<file path="src/rtl/irq_stim_seq.sv">
// Programmable reset/interrupt stimulus sequencer: reset hold, delay, N irq pulses, tail, optional re-reset.
// Latency: outputs registered, first core_reset cycle follows the start edge; abort/start are levels, no backpressure.
// Optional IRQ_ROTATE_EN: each pulse drives one mask bit, rotating upward with wrap.
module irq_stim_seq #(
    parameter int NUM_IRQ = 2,
    parameter int CNT_W   = 16,
    parameter int PCNT_W  = 8
) (
    input  logic               clk,
    input  logic               reset,
    input  logic               start,
    input  logic               abort,
    input  logic [CNT_W-1:0]   cfg_rst_cycles,
    input  logic [CNT_W-1:0]   cfg_delay,
    input  logic [CNT_W-1:0]   cfg_width,
    input  logic [CNT_W-1:0]   cfg_gap,
    input  logic [PCNT_W-1:0]  cfg_count,
    input  logic [CNT_W-1:0]   cfg_tail,
    input  logic               cfg_rereset,
    input  logic [NUM_IRQ-1:0] cfg_irq_mask,
    output logic               core_reset,
    output logic [NUM_IRQ-1:0] irq,
    output logic               busy,
    output logic               done,
    output logic [PCNT_W-1:0]  pulse_cnt
);

    typedef enum logic [2:0] {
        S_IDLE, S_RST_HOLD, S_DELAY, S_PULSE, S_GAP, S_TAIL, S_RERESET, S_FINISH
    } state_t;

    state_t state, state_n;
    state_t tail_entry, pulse_entry, delay_entry;

    logic [CNT_W-1:0]   cnt, cnt_n, cnt_ld;
    logic               ld, launch, pulse_ld;
    logic [CNT_W-1:0]   sh_delay, sh_width, sh_gap, sh_tail;
    logic [PCNT_W-1:0]  sh_count;
    logic               sh_rereset;
    logic [NUM_IRQ-1:0] sh_mask, pulse_vec;

    // Zero-length phases are skipped outright, so each entry resolves the whole chain.
    always_comb begin
        tail_entry  = (sh_tail != '0) ? S_TAIL : (sh_rereset ? S_RERESET : S_FINISH);
        pulse_entry = (sh_count != '0) ? S_PULSE : tail_entry;
        delay_entry = (sh_delay != '0) ? S_DELAY : pulse_entry;
    end

    always_comb begin
        state_n = state;
        ld      = 1'b0;
        case (state)
            S_IDLE: begin
                if (start && !abort) begin
                    state_n = S_RST_HOLD;
                    ld      = 1'b1;
                end
            end
            S_RST_HOLD: if (cnt == '0) begin state_n = delay_entry; ld = 1'b1; end
            S_DELAY:    if (cnt == '0) begin state_n = pulse_entry; ld = 1'b1; end
            S_PULSE: begin
                if (cnt == '0) begin
                    ld = 1'b1;
                    if (pulse_cnt < sh_count)
                        state_n = (sh_gap != '0) ? S_GAP : S_PULSE;
                    else
                        state_n = tail_entry;
                end
            end
            S_GAP:      if (cnt == '0) begin state_n = S_PULSE; ld = 1'b1; end
            S_TAIL: begin
                if (cnt == '0) begin
                    state_n = sh_rereset ? S_RERESET : S_FINISH;
                    ld      = 1'b1;
                end
            end
            S_RERESET:  begin state_n = S_FINISH; ld = 1'b1; end
            S_FINISH:   state_n = S_IDLE;
            default:    state_n = S_IDLE;
        endcase
        if (abort && state != S_IDLE) begin
            state_n = S_IDLE;
            ld      = 1'b0;
        end
    end

    assign launch   = (state == S_IDLE) && (state_n == S_RST_HOLD);
    assign pulse_ld = ld && (state_n == S_PULSE);

    // Counters hold "cycles remaining minus one"; the reset hold reads cfg directly at launch.
    always_comb begin
        cnt_ld = '0;
        case (state_n)
            S_RST_HOLD: cnt_ld = (cfg_rst_cycles == '0) ? '0 : cfg_rst_cycles - CNT_W'(1);
            S_DELAY:    cnt_ld = sh_delay - CNT_W'(1);
            S_PULSE:    cnt_ld = (sh_width == '0) ? '0 : sh_width - CNT_W'(1);
            S_GAP:      cnt_ld = sh_gap - CNT_W'(1);
            S_TAIL:     cnt_ld = sh_tail - CNT_W'(1);
            default:    cnt_ld = '0;
        endcase
        if (state_n == S_IDLE)
            cnt_n = '0;
        else if (ld)
            cnt_n = cnt_ld;
        else if (cnt != '0)
            cnt_n = cnt - CNT_W'(1);
        else
            cnt_n = cnt;
    end

`ifdef IRQ_ROTATE_EN
    localparam int PTR_W = (NUM_IRQ > 1) ? $clog2(NUM_IRQ) : 1;

    logic [PTR_W-1:0]   rot_ptr, rot_nxt;
    logic [NUM_IRQ-1:0] rot_vec;
    logic               rot_hit;
    int                 rot_idx;

    always_comb begin
        rot_vec = '0;
        rot_nxt = rot_ptr;
        rot_hit = 1'b0;
        rot_idx = 0;
        for (int i = 0; i < NUM_IRQ; i++) begin
            rot_idx = (int'(rot_ptr) + i) % NUM_IRQ;
            if (!rot_hit && sh_mask[rot_idx]) begin
                rot_hit          = 1'b1;
                rot_vec[rot_idx] = 1'b1;
                rot_nxt          = (rot_idx == NUM_IRQ - 1) ? '0 : PTR_W'(rot_idx + 1);
            end
        end
    end

    always_ff @(posedge clk or negedge reset) begin
        if (!reset)
            rot_ptr <= '0;
        else if (launch)
            rot_ptr <= '0;
        else if (pulse_ld && rot_hit)
            rot_ptr <= rot_nxt;
    end

    assign pulse_vec = rot_vec;
`else
    assign pulse_vec = sh_mask;
`endif

    always_ff @(posedge clk or negedge reset) begin
        if (!reset) begin
            state      <= S_IDLE;
            cnt        <= '0;
            sh_delay   <= '0;
            sh_width   <= '0;
            sh_gap     <= '0;
            sh_tail    <= '0;
            sh_count   <= '0;
            sh_rereset <= 1'b0;
            sh_mask    <= '0;
            pulse_cnt  <= '0;
            core_reset <= 1'b0;
            irq        <= '0;
            busy       <= 1'b0;
            done       <= 1'b0;
        end else begin
            state <= state_n;
            cnt   <= cnt_n;
            if (launch) begin
                sh_delay   <= cfg_delay;
                sh_width   <= cfg_width;
                sh_gap     <= cfg_gap;
                sh_tail    <= cfg_tail;
                sh_count   <= cfg_count;
                sh_rereset <= cfg_rereset;
                sh_mask    <= cfg_irq_mask;
                pulse_cnt  <= '0;
            end else if (pulse_ld) begin
                pulse_cnt  <= pulse_cnt + PCNT_W'(1);
            end
            // Outputs are decoded from the next state so they line up with the state they describe.
            core_reset <= (state_n == S_RST_HOLD) || (state_n == S_RERESET);
            busy       <= (state_n != S_IDLE) && (state_n != S_FINISH);
            done       <= (state_n == S_FINISH);
            if (state_n != S_PULSE)
                irq <= '0;
            else if (ld)
                irq <= pulse_vec;
        end
    end

endmodule

</file>
<file path="config.mk">
export PLATFORM = sky130hd
export DESIGN_NAME = irq_stim_seq
export DESIGN_NICKNAME = d
export VERILOG_FILES = /design/src/rtl/irq_stim_seq.sv
export SDC_FILE = /design/constraint.sdc
export NUM_CORES = 1
export LEC_CHECK = 0
export ABC_AREA = 1
export CAP_MARGIN = 30
export CORE_UTILIZATION = 50
export CTS_BUF_LIST = sky130_fd_sc_hd__clkbuf_4 sky130_fd_sc_hd__clkbuf_8 sky130_fd_sc_hd__clkbuf_16
export CTS_CLUSTER_SIZE = 25
export DETAILED_ROUTE_END_ITERATION = 8
export PLACE_DENSITY = 0.87
export RECOVER_POWER = 100
export SETUP_SLACK_MARGIN = 0.15
export SLEW_MARGIN = 40
export SYNTH_ARGS = -nofsm -noshare
export SYNTH_HDL_FRONTEND = slang
export SYNTH_SLANG_ARGS = --single-unit
</file>
<file path="constraint.sdc">
create_clock -name clk -period 3.4 [get_ports clk]
set_input_delay 0.34 -clock clk [delete_from_list [all_inputs] [get_ports clk]]
set_output_delay 0.34 -clock clk [all_outputs]
set_load 0.1 [all_outputs]
</file>
# After elaboration in Yosys (flattened, before gate mapping)
# Index checks and enable logic that the tools add are counted.
dict set report totals {
  reg_bits 107
  latch_bits 0
  mem_bits_rw 0
  mem_bits_ro 0
  input_bits 95
  output_inout_bits 13
  word_cells 89
  mem_count 0
}
dict set report classes {
  addsub 7
  multipliers 0
  div_mod_pow 0
  order_cmp 1
  n_eq_ne 16
  shift 0
  n_mux 28
  bitwise 0
  reduce_logical 23
}
# op count
set ops {}
lappend ops {{subtractor 16 x 1 -> 16 bit (second input constant)} 6}
lappend ops {{two-way mux 16 bit} 5}
lappend ops {{one-hot mux 16 bit (5 select lines)} 1}
lappend ops {{nonzero test 16 bit} 4}
lappend ops {{logical NOT 16 bit} 3}
lappend ops {{two-way mux 3 bit} 12}
lappend ops {{== test 3 bit (second input constant)} 8}
lappend ops {{one-hot mux 3 bit (8 select lines)} 1}
lappend ops {{two-way mux 8 bit} 2}
lappend ops {{== test 3 x 2 -> 1 bit (second input constant)} 4}
lappend ops {{nonzero test 3 bit} 3}
lappend ops {{adder 8 x 1 -> 8 bit (second input constant)} 1}
lappend ops {{less-than comparator 8 bit} 1}
lappend ops {{nonzero test 8 bit} 1}
lappend ops {{== test 3 x 1 -> 1 bit (second input constant)} 2}
lappend ops {{logical NOT 3 bit} 2}
lappend ops {{logical AND 1 bit} 5}
lappend ops {{OR reduction 5 bit} 1}
lappend ops {{two-way mux 1 bit} 4}
lappend ops {{two-way mux 2 bit} 2}
lappend ops {{nonzero test 2 bit} 2}
lappend ops {{inequality test 3 x 2 -> 1 bit (second input constant)} 1}
lappend ops {{inequality test 3 bit (second input constant)} 1}
lappend ops {{one-hot mux 1 bit (3 select lines)} 1}
lappend ops {{other kinds (2)} 2}

# Depth between registers and ports, before layout
# Gate-level depths: netlist of the first run.
dict set report logic_depth {
  ltp_word 11
  ltp_mapped 32
  mapped_depth_nobuf 32
}

# Least setup slack after synthesis of the first run
# No wires, ideal clock.
dict set report synth_timing {
  kind {flip-flop to flip-flop}
  start {reg pulse_cnt[5]}
  end {reg cnt[8]}
  setup_ns 0.078
  arrival_ns 3.536
  t_required_ns 3.322
  path_slack_ns -0.213
  stages_incl_launch_ff 25
  n_path_buf 2
  synth_period_minus_slack_ns 3.613
  cell_sequence {dfrtp_1 ha_1 a21oi_1 o21a_1 nand2_1 nand2_1 nand3_1 nand2_1 nand4_4 nor2_8 buf_6 buf_8 nor2_1 nor2_4 ha_1 inv_1 nor2_2 nand2_2 nor2_8 nand2_2 inv_2 nor2_1 nor2_1 nand2_1 a21oi_1}
}
dict set report synth_between {
  elab_chain_cells 9
  elab_cells_between_ends 15
  cone_classes {order compare (1); eq/ne (5); mux (7); reduce/logical (2)}
}
# element line
set synth_lines {}
lappend synth_lines {{from (decl)} 25} ;# output logic [PCNT_W-1:0] pulse_cnt
lappend synth_lines {{from (signal assigned)} 177} ;# pulse_cnt <= pulse_cnt + PCNT_W'(1);
lappend synth_lines {{less-than comparator 8 bit (*)} 64} ;# if (pulse_cnt < sh_count)
lappend synth_lines {{two-way mux 3 bit (*)} 64}
lappend synth_lines {{two-way mux 3 bit (*)} 62} ;# if (cnt == '0) begin
lappend synth_lines {{one-hot mux 3 bit (8 select lines) (*)} 52} ;# case (state)
lappend synth_lines {{two-way mux 3 bit (*)} 81} ;# if (abort && state != S_IDLE) begin
lappend synth_lines {{== test 3 bit (tied with other cells)} 93} ;# case (state_n)
lappend synth_lines {{one-hot mux 16 bit (5 select lines)} 93}
lappend synth_lines {{two-way mux 16 bit} 103} ;# else if (ld)
lappend synth_lines {{two-way mux 16 bit} 101} ;# if (state_n == S_IDLE)
lappend synth_lines {{to (signal assigned)} 166} ;# cnt <= cnt_n;
lappend synth_lines {{to (decl)} 35} ;# logic [CNT_W-1:0] cnt, cnt_n, cnt_ld;
# Every way passes the cells marked *; elsewhere a longest branch is shown, timed or not.
# A chain may end at the register's enable or synchronous reset.

# Final worst setup path of the first run
dict set report layout_timing {
  start {reg pulse_cnt[5]}
  end {reg cnt[13]}
}
# Same word-level chain as after synthesis.

==> key figures, run 1 <==
Pwr
  – Clock share of power: 15.4%
  – Power Dens Cells: 809 mW/mm^2
  – VDD IR-drop max: 0.409 mV
  – Internal Power: 3.74 mW
  – Reg power frac: 31.5%
  – Sw Pwr: 3.44 mW
  – Pleak: 4.16 nW
  – Combinational cell fraction of total power: 53.2%
  – Switching Fraction: 47.9%

Clock network
  – Clock latency on the worst-skew pair: 0.36 ns
  – Number of CTS-inserted buffers: 9
  – CTS root buf: clkbuf_16
  – CTS tree: done
  – Clock Pin Slew Worst Setup and Hold Paths: 0.07 ns
  – CTS sink cnt: 107
  – Clock Tree Buf Depth: 2
  – H-tree Lvls: 3

Global routing
  – Pin count of the biggest net entering global routing: 114
  – First-pass GRT wire length: 30,800 microns
  – GRT busiest layer: met2
  – GR Layer Usage met1: 36.7%
  – M3 GR Usage: 4.72%
  – Met2 Resource Use GR: 43.1%
  – Grt total ovfl: 0
  – Initial antenna violation count: 0
  – Vias in the first global route: 6,355
  – Global Route Usage Sum: 27.1%

Layout
  – Commonest non-fill, non-tap cell in the layout: nand2_1
  – Layout cell share with drive strength beyond 1: 16.2%
  – Fillcell total: 1,068
  – Nets: 1,187
  – Post-Layout Inst Area: 0.00887 sq mm
  – Diodes inserted: 0
  – Most frequent cells in the layout: 286 x nand2_1, 100 x dfrtp_1, 99 x nor2_1, 95 x inv_1, 93 x clkdlybuf4s50_1
  – Layout area overhead: 26.5%

Logic synthesis
  – FFs w/ async S/R, synth: 100%
  – Synth top area share: 38.2%
  – Synth Warn #: 0
  – Part of the Yosys area used for sequential elements: 38.2%
  – Net Count, Synth: 1,073
  – Post-Syn Area: 0.00701 sq mm
  – Synth Register Bits: 107
  – Synth top area cells: dfrtp_1 38%, nand2_1 16%, nor2_1 5.5%
  – Dominant synthesized flop cell: dfrtp_1
  – Cells after synthesis: 964
  – Syn avg cell area: 7.28 sq um
  – Number of flops mapped to enable cells by yosys: 0
  – Distinct cells, synth: 49
  – Post-synth top area cell: dfrtp_1

Floorplan
  – Die H: 120 microns
  – Core footprint: 0.0135 sq mm
  – Initial Util: 52.1%
  – IO Pins: 108
  – Die W: 120 microns
  – Row count: 42
  – Die area: 0.0145 sq mm

Detailed routing
  – Routed vias: 6,920
  – Drt initial violations: 616
  – Residual DRC: 0
  – Detailed Route WL: 19,500 microns
  – Drt wl/cell: 15.5 microns
  – Drt via density: 5.50
  – First-pass DRT Iterations: 5
  – Post-route ant nets: 0

Setup path
  – Worst-path fanout max: 9
  – Arrival @ worst endpoint: 3.53 ns
  – CP Class: register to register
  – Worst setup EP type: register
  – Worst Path Required: 3.68 ns
  – Critical Path Source Type: register

STA
  – Max Fclk: 308 MHz
  – Slew @ Worst Pin: 1.53 ns
  – Slew HR: -2.31%
  – Tmin final: 3.25 ns
  – # setup viols final: 0
  – Ratio of final minimum period to clock period: 95.6%
  – Worst clock skew: 0.0101 ns
  – Max-slew violations: 63
  – Final Hold Viols: 0
  – Final setup TNS: 0 ns
  – RSZ-0062 raised after global routing: true

Placement
  – Detailed placement HPWL: 13,900 microns
  – Post-Place Cell Area: 0.00822 sq mm
  – PortBufs: 107
  – GPL Wtd Cong: 0.953

Run
  – Max cap viols: 1

Outcome
  – Status: complete, but fails checks
  – Violated checks: capacitance limit, slew limit

Min path
  – HP Class: register to register
## flip-flops by register name, indices dropped and copies added, names as in the netlist
signal      count
busy            1
cnt            16
core_reset      1
done            1
irq             2
pulse_cnt       8
pulse_vec       2
sh_count        8
sh_delay       16
sh_gap         16
sh_rereset      1
sh_tail        16
sh_width       16
state           3
## worst paths after layout
kind                                          start                       end  slack, ns  cells past startpoint
setup / recovery           pulse_cnt[5]$_DFFE_PN0P_       cnt[13]$_DFFE_PN0P_       0.15                     19
hold reg to reg            pulse_vec[1]$_DFFE_PN0P_  pulse_vec[1]$_DFFE_PN0P_       0.49                      2
max in group asynchronous                     reset   sh_delay[3]$_DFFE_PN0P_       0.72                      3
hold / removal             pulse_vec[1]$_DFFE_PN0P_  pulse_vec[1]$_DFFE_PN0P_       0.49                      2
setup reg to reg           pulse_cnt[5]$_DFFE_PN0P_       cnt[13]$_DFFE_PN0P_       0.15                     19
min in group asynchronous                     reset    sh_tail[3]$_DFFE_PN0P_       0.88                      2
## through the flow
stage	total power [mW]	instances	hold slack, ns	utilization, %	setup slack, ns
after floorplan	4.71	964	0.0444	-	0.160
after global placement	5.50	1231	0.476	61.5	0.212
after detailed placement	5.59	1231	0.477	61.1	0.0977
after CTS	6.73	1248	0.0937	63.6	0.155
after global routing	7.68	1259	0.518	66.0	0.00885
final	7.18	1259	0.492	66.0	0.150
## cell families (layout without fill, tap and decap cells)
logic type | Yosys count | count (layout) | synth area share (%)
AND/OR/NAND/NOR | 564 | 564 | 38.1
buffers and inverters | 141 | 260 | 8.24
flip-flops | 107 | 107 | 38.2
AO/OA/AOI/OAI | 104 | 104 | 8.71
XOR/XNOR | 34 | 34 | 4.25
adder cells (fa/ha/maj) | 14 | 14 | 2.50
## power by group through the flow
| stage | Clock (mW) | Combinational [mW] | Sequential (mW) |
|---|---|---|---|
| floorplan | 0 | 2.51 | 2.20 |
| global placement | 0 | 3.29 | 2.21 |
| detailed placement | 0 | 3.36 | 2.23 |
| CTS | 1.11 | 3.40 | 2.22 |
| global route | 1.16 | 4.22 | 2.30 |
| finish | 1.10 | 3.82 | 2.26 |
## per-layer routing
layer | wire (microns) | vias to the layer above
li1 | - | 3281
met1 | 8110 | 3213
met2 | 9150 | 350
met3 | 1480 | 76
met4 | 798 | 0
met5 | 0 | -
## Yosys cell counts, types with 10 or more instances
cell type    n
nor3_1      15
clkbuf_1    19
nand4_1     10
xnor2_1     13
o21ai_0     48
nor2_2      12
nor2_1     103
nand3_2     18
ha_1        14
inv_2       16
nand2_1    301
nand3_1     57
dfrtp_1    107
inv_1       98
xor2_1      21
nand2_2     13
nor2_4      15
a21oi_1     22
## critical path, stage by stage (launching register included)
cell and delay [ns]:
dfrtp_1 0.54, ha_4 0.27, a21oi_2 0.13, o21a_1 0.21, nand2_2 0.09, nand2_2 0.07
nand3_2 0.06, nand2_2 0.07, nand4_4 0.11, nor2_8 0.24, inv_6 0.08, buf_8 0.15
nand2_2 0.08, nand3_4 0.12, nor2_2 0.21, nand2_1 0.14, nor2_2 0.17, a21oi_1 0.08
nand3b_1 0.20, a21oi_1 0.15
## layout make-up
class                      instances  area, sq um  area share (%)
multi-input combinational        716         4020            45.3
sequential                       107         2700            30.4
timing repair buffer             129         1170            13.2
inverter                         115          444            5.01
clock buffer                      13          268            3.02
tap                              176          220            2.48
clock inverter                     3         46.3           0.522
## repair_timing
action / 4_1_cts / 5_1_grt
pin swaps: 2 / 33
setup buffers: 1 / 10
gates resized for setup: 3 / 71
endpoints found under the hold margin: 0 / 5
hold buffers: 0 / 1
endpoints found under the setup margin: 7 / 18
Note: power is estimated with default switching activity, not from simulation.
==> run 2, diff against run 1 <==
--- a/config.mk
+++ b/config.mk
@@ -7,11 +7,14 @@
 export LEC_CHECK = 0
 export ABC_AREA = 1
 export CAP_MARGIN = 30
-export CORE_UTILIZATION = 50
+export CELL_PAD_IN_SITES_DETAIL_PLACEMENT = 1
+export CELL_PAD_IN_SITES_GLOBAL_PLACEMENT = 1
+export CORE_MARGIN = 5
+export CORE_UTILIZATION = 40
 export CTS_BUF_LIST = sky130_fd_sc_hd__clkbuf_4 sky130_fd_sc_hd__clkbuf_8 sky130_fd_sc_hd__clkbuf_16
 export CTS_CLUSTER_SIZE = 25
 export DETAILED_ROUTE_END_ITERATION = 8
-export PLACE_DENSITY = 0.87
+export PLACE_DENSITY = 0.94
 export RECOVER_POWER = 100
 export SETUP_SLACK_MARGIN = 0.15
 export SLEW_MARGIN = 40
==> run 2 against run 1 <==
The run ends with setup timing left. Total power grew 15%. Non-clock buffer count grew 14. Die area grew 40%. Clock power grew 5%. Setup slack lost 0.35 ns. Largest cell class unchanged.
==> key figures, run 2 (synthesized netlist as in run 1, its figures left out) <==
Layout
  – Diodes inserted: 0
  – Post-Layout Inst Area: 0.00926 sq mm
  – Commonest non-fill, non-tap cell in the layout: nand2_1
  – Most frequent cells in the layout: 267 x nand2_1, 99 x dfrtp_1, 93 x clkdlybuf4s50_1, 92 x inv_1, 84 x nor2_1
  – Nets: 1,201
  – Post-Layout Cell Count: 1,322
  – Layout cell share with drive strength beyond 1: 21.5%
  – Fillcell total: 2,110
  – Layout area overhead: 32.1%
  – Fin util: 53.7%

Placement
  – PortBufs: 107
  – Setup WS pre-CTS: 0.00994 ns
  – Post-Place Cell Area: 0.00829 sq mm
  – GPL Wtd Cong: 0.932
  – Inst Count DP: 1,282
  – Detailed placement HPWL: 17,700 microns

Detailed routing
  – Detailed Route WL: 32,500 microns
  – Routed vias: 7,866
  – First-pass DRT Iterations: 5
  – Drt via density: 5.95
  – Drt wl/cell: 24.6 microns
  – Residual DRC: 0
  – Drt initial violations: 962
  – Post-route ant nets: 0

Setup path
  – Critical Path Source Type: register
  – Arrival @ worst endpoint: 3.90 ns
  – Worst-path fanout max: 5
  – CP Class: register to register
  – Worst setup EP type: register
  – Worst Path Required: 3.70 ns

Outcome
  – Status: complete, but fails checks
  – Violated checks: setup timing

Clock network
  – Number of CTS-inserted buffers: 9
  – H-tree Lvls: 3
  – Clock Pin Slew Worst Setup and Hold Paths: 0.08 ns
  – Hold-fix buffers, CTS: 0
  – CTS tree: done
  – CTS root buf: clkbuf_16
  – Clock latency on the worst-skew pair: 0.38 ns
  – CTS sink cnt: 107
  – Clock Tree Buf Depth: 2

Floorplan
  – Row count: 48
  – Die W: 142 microns
  – Initial Util: 40.7%
  – Die H: 142 microns
  – Die area: 0.0203 sq mm
  – IO Pins: 108
  – Core footprint: 0.0172 sq mm

Global routing
  – Vias in the first global route: 7,712
  – First-pass GRT wire length: 40,300 microns
  – Initial antenna violation count: 0
  – Grt total ovfl: 0
  – Global Route Usage Sum: 25.0%
  – Pin count of the biggest net entering global routing: 72

STA
  – Max-slew violations: 0
  – Ratio of final minimum period to clock period: 106%
  – Final setup margin: -0.203 ns
  – # setup viols final: 19
  – RSZ-0062 raised after global routing: true
  – Final Hold Viols: 0
  – Slew @ Worst Pin: 1.47 ns
  – Final setup TNS: -1.92 ns
  – Slew HR: 2.07%
  – Max Fclk: 278 MHz
  – Worst clock skew: 0.0183 ns
  – Tmin final: 3.60 ns

Pwr
  – Pleak: 4.28 nW
  – VDD IR-drop max: 0.440 mV
  – Power Dens Cells: 889 mW/mm^2

Min path
  – HP Class: primary input to async pin

Run
  – Max cap viols: 0
## run 2: changes by cell type in the layout (fill, tap and decap cells not counted), sizes merged
| cell | delta |
|---|---|
| inv | +2 |
| bufinv | -1 |
| buf | +17 |
| clkinvlp | -1 |
| dlygate4sd3 | -1 |
| clkbuf | -2 |
## run 2: critical path, cell delays in order (launching register included)
cell     delay [ns]
dfrtp_1        0.46
nor2_1         0.21
nand4_1        0.17
nor2_1         0.42
nand3_4        0.15
nand2_2        0.09
nand2_2        0.06
nand2_2        0.09
nand2_4        0.08
nand2_4        0.08
nand2_4        0.07
nand2_4        0.11
inv_6          0.05
nand2_4        0.08
o21ai_4        0.08
nor2_4         0.14
ha_4           0.16
inv_4          0.04
nor2_4         0.12
nand2_4        0.10
nor2_8         0.17
nand3_2        0.12
nand2_2        0.11
nand2_2        0.08
nand2_2        0.08
nand2_2        0.05
a21oi_2        0.14
## run 2: repair_timing
action,4_1_cts,5_1_grt
buffers inserted,8,16
setup endpoints to repair,10,22
resized for setup,13,122
pin swaps,10,46
## run 2: through the flow
stage / total power, mW / hold WS [ns]
6_report: 8.24 / 0.304
4_1_cts: 7.03 / 0.0444
2_1_floorplan: 4.71 / 0.0444
5_1_grt: 8.57 / 0.409
3_5_place_dp: 5.80 / 0.433
3_3_place_gp: 5.60 / 0.421
## run 2: per-layer routing
layer  wire length [microns]  vias up  track usage, %
met5                       0        -               0
met4                    2420        0            12.3
met3                    2540      185            4.47
met2                   15400      530            42.5
met1                   12100     3841            30.6
li1                        -     3310               -
## run 2: final timing paths
check                                         start                        to  slack, ns  cells after the start
setup / recovery             sh_gap[10]$_DFFE_PN0P_       cnt[14]$_DFFE_PN0P_      -0.20                     26
hold / removal                                reset  pulse_cnt[7]$_DFFE_PN0P_       0.30                      1
setup reg to reg             sh_gap[10]$_DFFE_PN0P_       cnt[14]$_DFFE_PN0P_      -0.20                     26
hold reg to reg            pulse_vec[1]$_DFFE_PN0P_        irq[1]$_DFFE_PN0P_       0.50                      2
max in group asynchronous                     reset   sh_width[4]$_DFFE_PN0P_       0.97                      2
min in group clk           pulse_vec[1]$_DFFE_PN0P_        irq[1]$_DFFE_PN0P_       0.50                      2
## run 2: layout make-up
cell class | count | area, sq um | share of cell area, %
tap | 225 | 282 | 3.04
multi-input combinational | 716 | 4270 | 46.1
clock inverter | 3 | 28.8 | 0.311
inverter | 115 | 449 | 4.85
sequential | 107 | 2700 | 29.2
clock buffer | 13 | 274 | 2.96
timing repair buffer | 143 | 1260 | 13.6
## run 2: power breakdown
| group | leakage [nW] | switching, mW | total [mW] | internal [mW] |
|---|---|---|---|---|
| registers | 1.35 | 0.600 | 2.39 | 1.78 |
| logic | 2.78 | 3.21 | 4.70 | 1.49 |
| clock network | 0.152 | 0.573 | 1.15 | 0.579 |
| total | 4.28 | 4.39 | 8.24 | 3.85 |
==> run 3, diff against run 2 <==
--- a/config.mk
+++ b/config.mk
@@ -21,3 +21,4 @@
 export SYNTH_ARGS = -nofsm -noshare
 export SYNTH_HDL_FRONTEND = slang
 export SYNTH_SLANG_ARGS = --single-unit
+export TNS_END_PERCENT = 10
==> run 3 against run 2 <==
The run still ends with setup timing left. Sequential power is 3% lower. Via count is 4.8% lower. Routed wire length is 14% lower. Clock skew is 0.0031 ns lower. Die area stayed put. Critical path depth is 2 higher. Combinational power is 10% lower. Worst hold slack worse by 0.30 ns. Critical path type unchanged.
==> key figures, run 3 (synthesized netlist as in run 1, its figures left out) <==
Clock network
  – Number of CTS-inserted buffers: 9
  – Clock Tree Buf Depth: 2
  – Clock Pin Slew Worst Setup and Hold Paths: 0.09 ns
  – CTS root buf: clkbuf_16
  – H-tree Lvls: 3
  – CTS sink cnt: 107
  – Clock latency on the worst-skew pair: 0.37 ns
  – CTS tree: done

Floorplan
  – Die area: 0.0203 sq mm
  – Die H: 142 microns
  – Die W: 142 microns
  – IO Pins: 108
  – Core footprint: 0.0172 sq mm
  – Initial Util: 40.7%
  – Row count: 48

Outcome
  – Violated checks: setup timing
  – Status: complete, but fails checks

STA
  – Final setup TNS: -0.895 ns
  – Final Hold Viols: 0
  – Max-slew violations: 0
  – Worst clock skew: 0.0152 ns
  – Max Fclk: 281 MHz
  – Slew HR: 4.07%
  – Ratio of final minimum period to clock period: 105%
  – Slew @ Worst Pin: 1.44 ns
  – Tmin final: 3.56 ns
  – RSZ-0062 raised after global routing: true
  – # setup viols final: 8
  – Final setup margin: -0.161 ns
  – Hold_ws: 0.00456 ns

Pwr
  – Pleak: 4.20 nW
  – Power Dens Cells: 852 mW/mm^2
  – VDD IR-drop max: 0.418 mV
  – Total power: 7.64 mW

Placement
  – Post-Place Cell Area: 0.00829 sq mm
  – Inst Count DP: 1,282
  – PortBufs: 107
  – GPL Wtd Cong: 0.932
  – Detailed placement HPWL: 17,700 microns
  – Setup WS pre-CTS: 0.00994 ns

Global routing
  – First-pass GRT wire length: 38,900 microns
  – Met2 Resource Use GR: 40.9%
  – GRT busiest layer: met2
  – Pin count of the biggest net entering global routing: 72
  – GR Layer Usage met1: 30.9%
  – Vias in the first global route: 7,470
  – Grt total ovfl: 0
  – Global Route Usage Sum: 23.9%
  – Initial antenna violation count: 0
  – M3 GR Usage: 3.33%

Layout
  – Layout cell share with drive strength beyond 1: 17.4%
  – Most frequent cells in the layout: 284 x nand2_1, 99 x dfrtp_1, 96 x inv_1, 94 x nor2_1, 93 x clkdlybuf4s50_1
  – Layout area overhead: 27.8%
  – Nets: 1,195
  – Diodes inserted: 0
  – Post-Layout Inst Area: 0.00897 sq mm
  – Fillcell total: 2,131
  – Fin util: 52.0%
  – Commonest non-fill, non-tap cell in the layout: nand2_1
  – Post-Layout Cell Count: 1,316

Setup path
  – Worst-path fanout max: 4
  – Worst Path Buf+Inv: 3
  – Reg2reg start: sh_count[1]$_DFFE_PN0P_
  – CP top delay family: simple AND/OR/NAND/NOR gates
  – Critical Path Source Type: register
  – Worst setup EP type: register
  – Worst reg2reg setup slack: -0.16 ns
  – Arrival @ worst endpoint: 3.79 ns
  – Reg2Reg Depth: 28
  – CP max stage delay: 0.40 ns
  – Most frequent CP cell: nand2_2
  – CP Class: register to register
  – Worst Path Required: 3.63 ns
  – FF-to-FF End: cnt[7]$_DFFE_PN0P_
  – Crit-path slowest cell: dfrtp_1

Detailed routing
  – Drt wl/cell: 21.3 microns
  – Residual DRC: 0
  – Post-route ant nets: 0
  – Drt initial violations: 862
  – First-pass DRT Iterations: 6
  – Routed vias: 7,491
  – Drt via density: 5.69
  – Detailed Route WL: 28,000 microns

Min path
  – HP Class: primary input to async pin

Run
  – Max cap viols: 0
==> run 3: layout make-up <==
type                       instances  area, sq um  area share [%]
clock buffer                      13          274            3.06
sequential                       107         2700            30.1
inverter                         115          447            4.98
clock inverter                     3         28.8           0.321
multi-input combinational        716         4020            44.9
tap                              225          282            3.14
timing repair buffer             137         1210            13.5
==> run 3: repair_timing <==
action | in CTS | in global routing
hold buffers | 0 | 0
pin swaps | 8 | 20
gates resized for setup | 12 | 56
endpoints found under the setup margin | 10 | 22
buffers inserted | 7 | 11
==> run 3: power breakdown <==
group / switching [mW] / internal, mW / total (mW)
combinational: 2.88 / 1.32 / 4.21
sequential: 0.541 / 1.79 / 2.33
clock: 0.529 / 0.577 / 1.11
==> run 3: layer usage <==
layer,wire length [microns],up-vias
li1,-,3299
met1,10900,3612
met2,13600,438
met3,1890,142
met4,1580,0
met5,0,-
==> run 3: how the worst max path moves through the flow <==
| stage | start | end | slack (ns) | depth (start not counted) |
|---|---|---|---|---|
| 5_1_grt | sh_delay[4]$_DFFE_PN0P_ | cnt[7]$_DFFE_PN0P_ | -0.29 | 25 |
| 3_3_place_gp | pulse_cnt[5]$_DFFE_PN0P_ | cnt[14]$_DFFE_PN0P_ | 0.22 | 27 |
| 3_5_place_dp | pulse_cnt[5]$_DFFE_PN0P_ | cnt[8]$_DFFE_PN0P_ | 0.01 | 26 |
| 6_report | sh_count[1]$_DFFE_PN0P_ | cnt[7]$_DFFE_PN0P_ | -0.16 | 28 |
| 2_1_floorplan | pulse_cnt[6]$_DFFE_PN0P_ | cnt[8]$_DFFE_PN0P_ | 0.16 | 23 |
| 4_1_cts | pulse_cnt[1]$_DFFE_PN0P_ | cnt[8]$_DFFE_PN0P_ | 0.14 | 27 |
==> run 3: worst register-to-register path: cells and delay by family (launching register included) <==
kind                     cells  cell delay [ns]
AND/OR/NAND/NOR             23             2.34
flip-flops                   1             0.40
buffers and inverters        3             0.31
adder cells (fa/ha/maj)      1             0.29
AO/OA/AOI/OAI                1             0.09
